### src/rtl/clk_div_pkg.sv
// Shared definitions for the clock divider bank: divisor limits, default
// counter width, divisor type and the high-phase length helper.
package clk_div_pkg;

    localparam int unsigned DEF_CNT_W = 8;
    localparam int unsigned DIV_MIN   = 2;

    typedef logic [DEF_CNT_W-1:0] div_t;

    // High-phase length of a period of 'div' cycles; odd divisors get the extra cycle high.
    function automatic int unsigned half_len(input int unsigned div);
        return (div + 1) >> 1;
    endfunction

endpackage

### src/rtl/clk_div_bank_if.sv
// Divisor-write channel of the clock divider bank.
//   cfg_valid : write request
//   cfg_ready : write accepted when cfg_valid && cfg_ready (combinational)
//   cfg_ch    : target channel index
//   cfg_div   : new divisor
//   cfg_err   : one-cycle pulse after a rejected write
interface clk_div_bank_if
    import clk_div_pkg::*;
#(
    parameter int unsigned NUM_CH = 4,
    parameter int unsigned CNT_W  = DEF_CNT_W
);

    localparam int unsigned CH_W = (NUM_CH > 1) ? $clog2(NUM_CH) : 1;

    logic             cfg_valid;
    logic             cfg_ready;
    logic [CH_W-1:0]  cfg_ch;
    logic [CNT_W-1:0] cfg_div;
    logic             cfg_err;

    modport master (
        output cfg_valid,
        output cfg_ch,
        output cfg_div,
        input  cfg_ready,
        input  cfg_err
    );

    modport slave (
        input  cfg_valid,
        input  cfg_ch,
        input  cfg_div,
        output cfg_ready,
        output cfg_err
    );

endinterface

### src/rtl/clk_div_chan.sv
// One divider channel: period counter, active divisor, single-entry pending
// divisor slot, registered divided clock and rising-edge tick.
//   clk_in, rst : clock, async active-high reset
//   en          : channel run enable
//   sync        : restart the period now (enabled channels only)
//   wr, wr_div  : load wr_div into the pending slot
//   pend_valid  : pending slot occupied
//   clk_out     : divided clock
//   tick        : one-cycle pulse with each clk_out rising edge
module clk_div_chan
    import clk_div_pkg::*;
#(
    parameter int unsigned CNT_W   = DEF_CNT_W,
    parameter int unsigned DEF_DIV = 50
) (
    input  logic             clk_in,
    input  logic             rst,
    input  logic             en,
    input  logic             sync,
    input  logic             wr,
    input  logic [CNT_W-1:0] wr_div,
    output logic             pend_valid,
    output logic             clk_out,
    output logic             tick
);

    logic [CNT_W-1:0] cnt;
    logic [CNT_W-1:0] div;
    logic [CNT_W-1:0] pend_div;
    logic [CNT_W-1:0] cnt_inc;
    logic [CNT_W-1:0] half;
    logic             wrap;

    // Period boundary detection and high-phase length of the active divisor.
    always_comb begin
        cnt_inc = cnt + CNT_W'(1);
        half    = CNT_W'(half_len(32'(div)));
        wrap    = (cnt == (div - CNT_W'(1))) || sync;
    end

    // Counter, divisor swap at boundaries, and pending slot.
    always_ff @(posedge clk_in or posedge rst) begin
        if (rst) begin
            cnt        <= CNT_W'(DEF_DIV - 1);
            div        <= CNT_W'(DEF_DIV);
            pend_div   <= '0;
            pend_valid <= 1'b0;
            clk_out    <= 1'b0;
            tick       <= 1'b0;
        end else begin
            if (!en) begin
                // Parked one short of wrap so the first enabled edge starts a period.
                clk_out <= 1'b0;
                tick    <= 1'b0;
                if (pend_valid) begin
                    div <= pend_div;
                    cnt <= pend_div - CNT_W'(1);
                end else begin
                    cnt <= div - CNT_W'(1);
                end
            end else if (wrap) begin
                cnt     <= '0;
                clk_out <= 1'b1;
                tick    <= 1'b1;
                if (pend_valid) begin
                    div <= pend_div;
                end
            end else begin
                cnt     <= cnt_inc;
                clk_out <= (cnt_inc < half);
                tick    <= 1'b0;
            end

            // A write landing on the swap edge refills the slot after the old value is consumed.
            if (wr) begin
                pend_div   <= wr_div;
                pend_valid <= 1'b1;
            end else if (pend_valid && (!en || wrap)) begin
                pend_valid <= 1'b0;
            end
        end
    end

endmodule

### src/rtl/clk_div_bank.sv
// Runtime-programmable multi-channel integer clock divider.
//   clk_in, rst : input clock, async active-high reset
//   ch_en       : per-channel run enable
//   sync_pulse  : restart all enabled channels in phase
//   cfg         : divisor-write channel (slave side)
//   clk_out     : divided clocks
//   tick        : one-cycle pulse with each clk_out rising edge
module clk_div_bank
    import clk_div_pkg::*;
#(
    parameter int unsigned NUM_CH  = 4,
    parameter int unsigned CNT_W   = DEF_CNT_W,
    parameter int unsigned DEF_DIV = 50
) (
    input  logic              clk_in,
    input  logic              rst,
    input  logic [NUM_CH-1:0] ch_en,
    input  logic              sync_pulse,
    clk_div_bank_if.slave     cfg,
    output logic [NUM_CH-1:0] clk_out,
    output logic [NUM_CH-1:0] tick
);

    localparam int unsigned CH_W  = (NUM_CH > 1) ? $clog2(NUM_CH) : 1;
    localparam int unsigned PAD_W = 1 << CH_W;

    logic [NUM_CH-1:0] pend_valid;
    logic [NUM_CH-1:0] wr;
    logic [PAD_W-1:0]  pend_pad;
    logic              in_range;
    logic              div_ok;
    logic              ready;
    logic              accept;

    // Write decode; out-of-range indices are always ready so they can be rejected.
    always_comb begin
        pend_pad = PAD_W'(pend_valid);
        in_range = 32'(cfg.cfg_ch) < NUM_CH;
        div_ok   = 32'(cfg.cfg_div) >= DIV_MIN;
        ready    = in_range ? ~pend_pad[cfg.cfg_ch] : 1'b1;
        accept   = cfg.cfg_valid && ready;
        wr       = '0;
        for (int unsigned i = 0; i < NUM_CH; i++) begin
            wr[i] = accept && in_range && div_ok && (32'(cfg.cfg_ch) == i);
        end
    end

    assign cfg.cfg_ready = ready;

    // Rejected-write pulse.
    always_ff @(posedge clk_in or posedge rst) begin
        if (rst) begin
            cfg.cfg_err <= 1'b0;
        end else begin
            cfg.cfg_err <= accept && !(in_range && div_ok);
        end
    end

    for (genvar g = 0; g < NUM_CH; g++) begin : g_chan
        clk_div_chan #(
            .CNT_W   (CNT_W),
            .DEF_DIV (DEF_DIV)
        ) u_chan (
            .clk_in     (clk_in),
            .rst        (rst),
            .en         (ch_en[g]),
            .sync       (sync_pulse),
            .wr         (wr[g]),
            .wr_div     (cfg.cfg_div),
            .pend_valid (pend_valid[g]),
            .clk_out    (clk_out[g]),
            .tick       (tick[g])
        );
    end

endmodule

### src/flat_wrapper.sv
// flat-port wrapper written by rule: the top's interface ports become plain ports
module clk_div_bank_flat import clk_div_pkg::*;
#(
    parameter int unsigned NUM_CH  = 4,
    parameter int unsigned CNT_W   = DEF_CNT_W,
    parameter int unsigned DEF_DIV = 50
)
  (clk_in, rst, ch_en, sync_pulse, clk_out, tick, cfg_cfg_valid, cfg_cfg_ch, cfg_cfg_div, cfg_cfg_ready, cfg_cfg_err);
  clk_div_bank_if #(.NUM_CH(NUM_CH), .CNT_W(CNT_W)) cfg_i ();
  input  logic clk_in;
  input  logic rst;
  input  logic [NUM_CH-1:0] ch_en;
  input  logic sync_pulse;
  output logic [NUM_CH-1:0] clk_out;
  output logic [NUM_CH-1:0] tick;
  input wire logic [$bits(cfg_i.cfg_valid)-1:0] cfg_cfg_valid;
  input wire logic [$bits(cfg_i.cfg_ch)-1:0] cfg_cfg_ch;
  input wire logic [$bits(cfg_i.cfg_div)-1:0] cfg_cfg_div;
  output wire logic [$bits(cfg_i.cfg_ready)-1:0] cfg_cfg_ready;
  output wire logic [$bits(cfg_i.cfg_err)-1:0] cfg_cfg_err;
  assign cfg_i.cfg_valid = cfg_cfg_valid;
  assign cfg_i.cfg_ch = cfg_cfg_ch;
  assign cfg_i.cfg_div = cfg_cfg_div;
  assign cfg_cfg_ready = cfg_i.cfg_ready;
  assign cfg_cfg_err = cfg_i.cfg_err;
  clk_div_bank #(.NUM_CH(NUM_CH), .CNT_W(CNT_W), .DEF_DIV(DEF_DIV)) u_core (.clk_in(clk_in), .rst(rst), .ch_en(ch_en), .sync_pulse(sync_pulse), .cfg(cfg_i), .clk_out(clk_out), .tick(tick));
endmodule
### config.mk
export PLATFORM = sky130hd
export DESIGN_NAME = clk_div_bank_flat
export DESIGN_NICKNAME = d
export VERILOG_FILES = /design/src/rtl/clk_div_pkg.sv /design/src/rtl/clk_div_bank_if.sv /design/src/rtl/clk_div_chan.sv /design/src/rtl/clk_div_bank.sv /design/src/flat_wrapper.sv
export SDC_FILE = /design/constraint.sdc
export NUM_CORES = 1
export LEC_CHECK = 0
export BUFFER_PORTS_ARGS = -buffer_cell sky130_fd_sc_hd__clkbuf_2
export CAP_MARGIN = 25
export CORE_AREA = 2 2 131 120
export DETAILED_ROUTE_END_ITERATION = 8
export DIE_AREA = 0 0 133 122
export GPL_ROUTABILITY_DRIVEN = 0
export PLACE_DENSITY_LB_ADDON = 0.2
export SLEW_MARGIN = 40
export SYNTH_ARGS = -nofsm -noshare
export SYNTH_HDL_FRONTEND = slang
export SYNTH_SLANG_ARGS = --single-unit
export TNS_END_PERCENT = 30
### constraint.sdc
create_clock -name clk_in -period 4.1 [get_ports clk_in]
set_input_delay 0.41 -clock clk_in [delete_from_list [all_inputs] [get_ports clk_in]]
set_output_delay 0.41 -clock clk_in [all_outputs]
set_load 0.01 [all_outputs]
==> qor.csv <==
stage,metric,value,unit
cells_and_area,most frequent cells in the layout,"88 x sky130_fd_sc_hd__nand2_1, 84 x sky130_fd_sc_hd__dfrtp_1, 59 x sky130_fd_sc_hd__xnor2_1, 54 x sky130_fd_sc_hd__xor2_1",
grt,initial antenna violation count,0,
grt,met1 capacity usage during global routing,0.323,
timing,unrepaired setup endpoints after global routing,no,
pwr,leakage,3.51,nW
clock_tree,buffer depth of the longest clock path,2,
cells_and_area,most common library cell in the layout ignoring fill and taps,sky130_fd_sc_hd__nand2_1,
cells_and_area,Final #Nets,918,
critical_path,Crit path top cell by count,sky130_fd_sc_hd__mux2_2,
floorplanning,core region area,0.0150,sq mm
synth,number of distinct library cells after synthesis,78,
drt,vias per cell,5.99,
synth,Synth Flop Type,sky130_fd_sc_hd__dfrtp_1,
timing,relative max-transition margin,0.485,
grt,remaining global-route overflow,0,
critical_path,category of the most critical setup path,flip-flop to flip-flop,
clock_tree,clk_lat worst skew,0.36,ns
clock_tree,Clock H-tree levels,3,
synth,Synthesized Nets,934,
clock_tree,TritonCTS clock tree,done,
timing,Worst Max-Slew Pin Slew,0.768,ns
grt,GRT Total Usage,0.233,
synth,cells after synthesis,872,
floorplanning,die height,122,um
critical_path,"Arr. time, crit path",3.33,ns
synth,sequential-to-total area share from yosys stat,0.341,
timing,portion of the clock cycle consumed by the worst path in the final layout,0.752,
timing,setup violation total in the final timing report,0,
clock_tree,post-CTS setup buffer count,0,
timing,total negative slack,0,ns
critical_path,worst stage delay on the critical path,0.58,ns
pwr,Max IR drop VDD,254,uV
pwr,final total power,5.52,mW
timing,total count of max-transition violations in the final report,0,
critical_path,Worst path slowest cell,sky130_fd_sc_hd__nor3b_1,
pwr,P per Cell Area,651,mW/mm^2
synth,Synthesis Warnings,0,
drt,first-pass detailed-route iteration total,5,
outcome,status,completed,
timing,number of hold violations in the final report,0,
clock_tree,number of hold-repair buffers added at the cts stage,0,
worst_hold_path,class of the tightest hold or removal check,primary input to asynchronous set/reset pin,
floorplanning,Die X,133,um
placement,Placement Setup Slack,1.08,ns
floorplanning,Ports,28,
critical_path,crit path capture type,flip-flop,
cells_and_area,fraction of final layout cells with drive strength greater than 1,0.164,
drt,DRC violation count after routing,0,
placement,DP HPWL,13.5,mm
floorplanning,die area,0.0162,sq mm
timing,Post-Route Skew,0.00907,ns
cells_and_area,area used by multi-input combinational logic,0.00485,sq mm
grt,vias in the first global route,6147,
cells_and_area,number of inserted filler cells in the final layout,1282,
drt,Starting DRT DRC Count,480,
synth,average cell area after synthesis,9.27,sq um
floorplanning,starting density of the core,0.538,
placement,buffers added on ports,27,
drt,Total Wirelength,18.6,mm
timing,f_max,324,MHz
critical_path,total buffers and inverters traversed by the critical path,1,
drt,Antenna Violating Nets Remaining,0,
clock_tree,post-cts sizing count,0,
drt,Routed wire per std cell,17.5,um
critical_path,top fanout value on the critical path,8,
critical_path,Required @ worst endpoint,4.34,ns
synth,netlist area before placement,0.00808,sq mm
critical_path,kind of cell adding the most delay to the critical path,multiplexers,
synth,#FFs+latches synth,109,
synth,number of enable-type register cells in the synthesized netlist,0,
floorplanning,number of placement rows,43,
critical_path,kind of start point of the critical path,flip-flop,
critical_path,crit-path cells,"inv_1, ha_1, nor3b_1, mux2_2, o22ai_1, o21ai_0, a21oi_2, mux2_2",
grt,"Most Used Layer, Global Route",met2,
synth,fraction of synthesis flops using an asynchronous set or reset pin,1.00,
grt,first-pass GRT wire length,30.4,mm
cells_and_area,total area of sequential cells,0.00276,sq mm
flow_run,Max-cap violations,0,
grt,maximum number of pins on one net before global-route repair,88,
drt,via count,6378,
grt,met3 Resource Use GR,0.0400,
timing,clock period minus worst slack,3.09,ns
clock_tree,Root Buffer Master,sky130_fd_sc_hd__clkbuf_16,
timing,slack of the critical path,1.01,ns
clock_tree,clock-pin slew of the registers on the worst-case setup and hold paths,0.07,ns
grt,global routing usage on met2,0.378,
clock_tree,count of clock tree sinks,109,
critical_path,r2r setup slk,1.01,ns
clock_tree,TritonCTS buffer count,9,
cells_and_area,"Area growth, synth to finish",4.89,%
cells by family (layout without fill, tap and decap cells):
family          Yosys count  in the layout  synth area share
fa+ha+maj                44             44            0.0681
flops                   109            109             0.341
other cells               0              1                 0
compound gates          192            192             0.162
simple gates            265            265             0.169
mux                      51             51            0.0718
xor+xnor                115            115             0.128
buf+inv                  96             85            0.0593
through the flow:
step / util / std cells / area, sq um / hold slack (ns)
finish: 0.565 / 1064 / 8480 / 0.145
global placement: 0.544 / 1047 / 8170 / 0.518
CTS: 0.564 / 1063 / 8470 / 0.246
global route: 0.564 / 1063 / 8470 / 0.205
floorplan: - / 872 / 8080 / 0.495
detailed placement: 0.545 / 1047 / 8180 / 0.530
state kept, by name, summed over array words and instances, names as in the netlist:
name / flops
u_core.g_chan.u_chan.cnt: 32
u_core.g_chan.u_chan.div: 32
u_core.g_chan.u_chan.pend_div: 32
u_core.g_chan.u_chan.clk_out: 4
u_core.g_chan.u_chan.pend_valid: 4
u_core.g_chan.u_chan.tick: 4
u_core.cfg.cfg_err: 1
cell type report:
class	instances	area share
antenna	1	0.000295
clock buffer	15	0.0340
clock inverter	1	0.000590
inverter	36	0.0168
multi-input combinational	667	0.572
sequential	109	0.326
tap	202	0.0298
timing repair buffer	33	0.0213
path summary, 6_finish.rpt:
kind	from	end	depth (start not counted)
max	u_core.g_chan[2].u_chan.div[0]	u_core.g_chan[2].u_chan.div[6]	8
min	rst	u_core.g_chan[1].u_chan.cnt[7]	2
max reg2reg	u_core.g_chan[2].u_chan.div[0]	u_core.g_chan[2].u_chan.div[6]	8
min reg2reg	u_core.g_chan[1].u_chan.pend_div[1]	u_core.g_chan[1].u_chan.pend_div[1]	1
max in group asynchronous	rst	u_core.g_chan[2].u_chan.div[5]	3
min in group clk_in	cfg_cfg_valid	u_core.cfg.cfg_err	3
power by group:
group          total (mW)  internal, mW  leakage, nW  switching [mW]
Combinational        2.51          1.25         2.09            1.27
Clock               0.878         0.480        0.146           0.399
Sequential           2.13          1.48         1.28           0.652
synthesized netlist by cell type (8+ instances only):
library cell | instances | share of area
sky130_fd_sc_hd__a21oi_1 | 45 | 0.028
sky130_fd_sc_hd__o2111ai_1 | 11 | 0.012
sky130_fd_sc_hd__nor3_1 | 21 | 0.013
sky130_fd_sc_hd__o22ai_1 | 22 | 0.017
sky130_fd_sc_hd__buf_6 | 8 | 0.011
sky130_fd_sc_hd__o211ai_1 | 10 | 0.0093
sky130_fd_sc_hd__nand2_1 | 88 | 0.041
sky130_fd_sc_hd__nand2b_1 | 9 | 0.0070
sky130_fd_sc_hd__o311ai_0 | 9 | 0.0098
sky130_fd_sc_hd__o21ai_0 | 38 | 0.024
sky130_fd_sc_hd__dfrtp_1 | 85 | 0.26
sky130_fd_sc_hd__ha_1 | 44 | 0.068
sky130_fd_sc_hd__nand3_1 | 34 | 0.021
sky130_fd_sc_hd__buf_4 | 9 | 0.0084
sky130_fd_sc_hd__mux2_2 | 45 | 0.063
sky130_fd_sc_hd__clkbuf_1 | 34 | 0.016
sky130_fd_sc_hd__inv_1 | 34 | 0.016
sky130_fd_sc_hd__xnor2_1 | 59 | 0.064
sky130_fd_sc_hd__nor2_1 | 37 | 0.017
sky130_fd_sc_hd__dfstp_2 | 24 | 0.078
sky130_fd_sc_hd__and3_1 | 12 | 0.0093
sky130_fd_sc_hd__xor2_1 | 54 | 0.059
sky130_fd_sc_hd__or2b_1 | 8 | 0.0074
metal layers:
metal / wire (um) / share of wire
met1: 8770 / 0.47
met2: 8730 / 0.47
met3: 810 / 0.044
met4: 255 / 0.014
met5: 0 / 0
No activity file was read; power rests on OpenSTA's default activity.
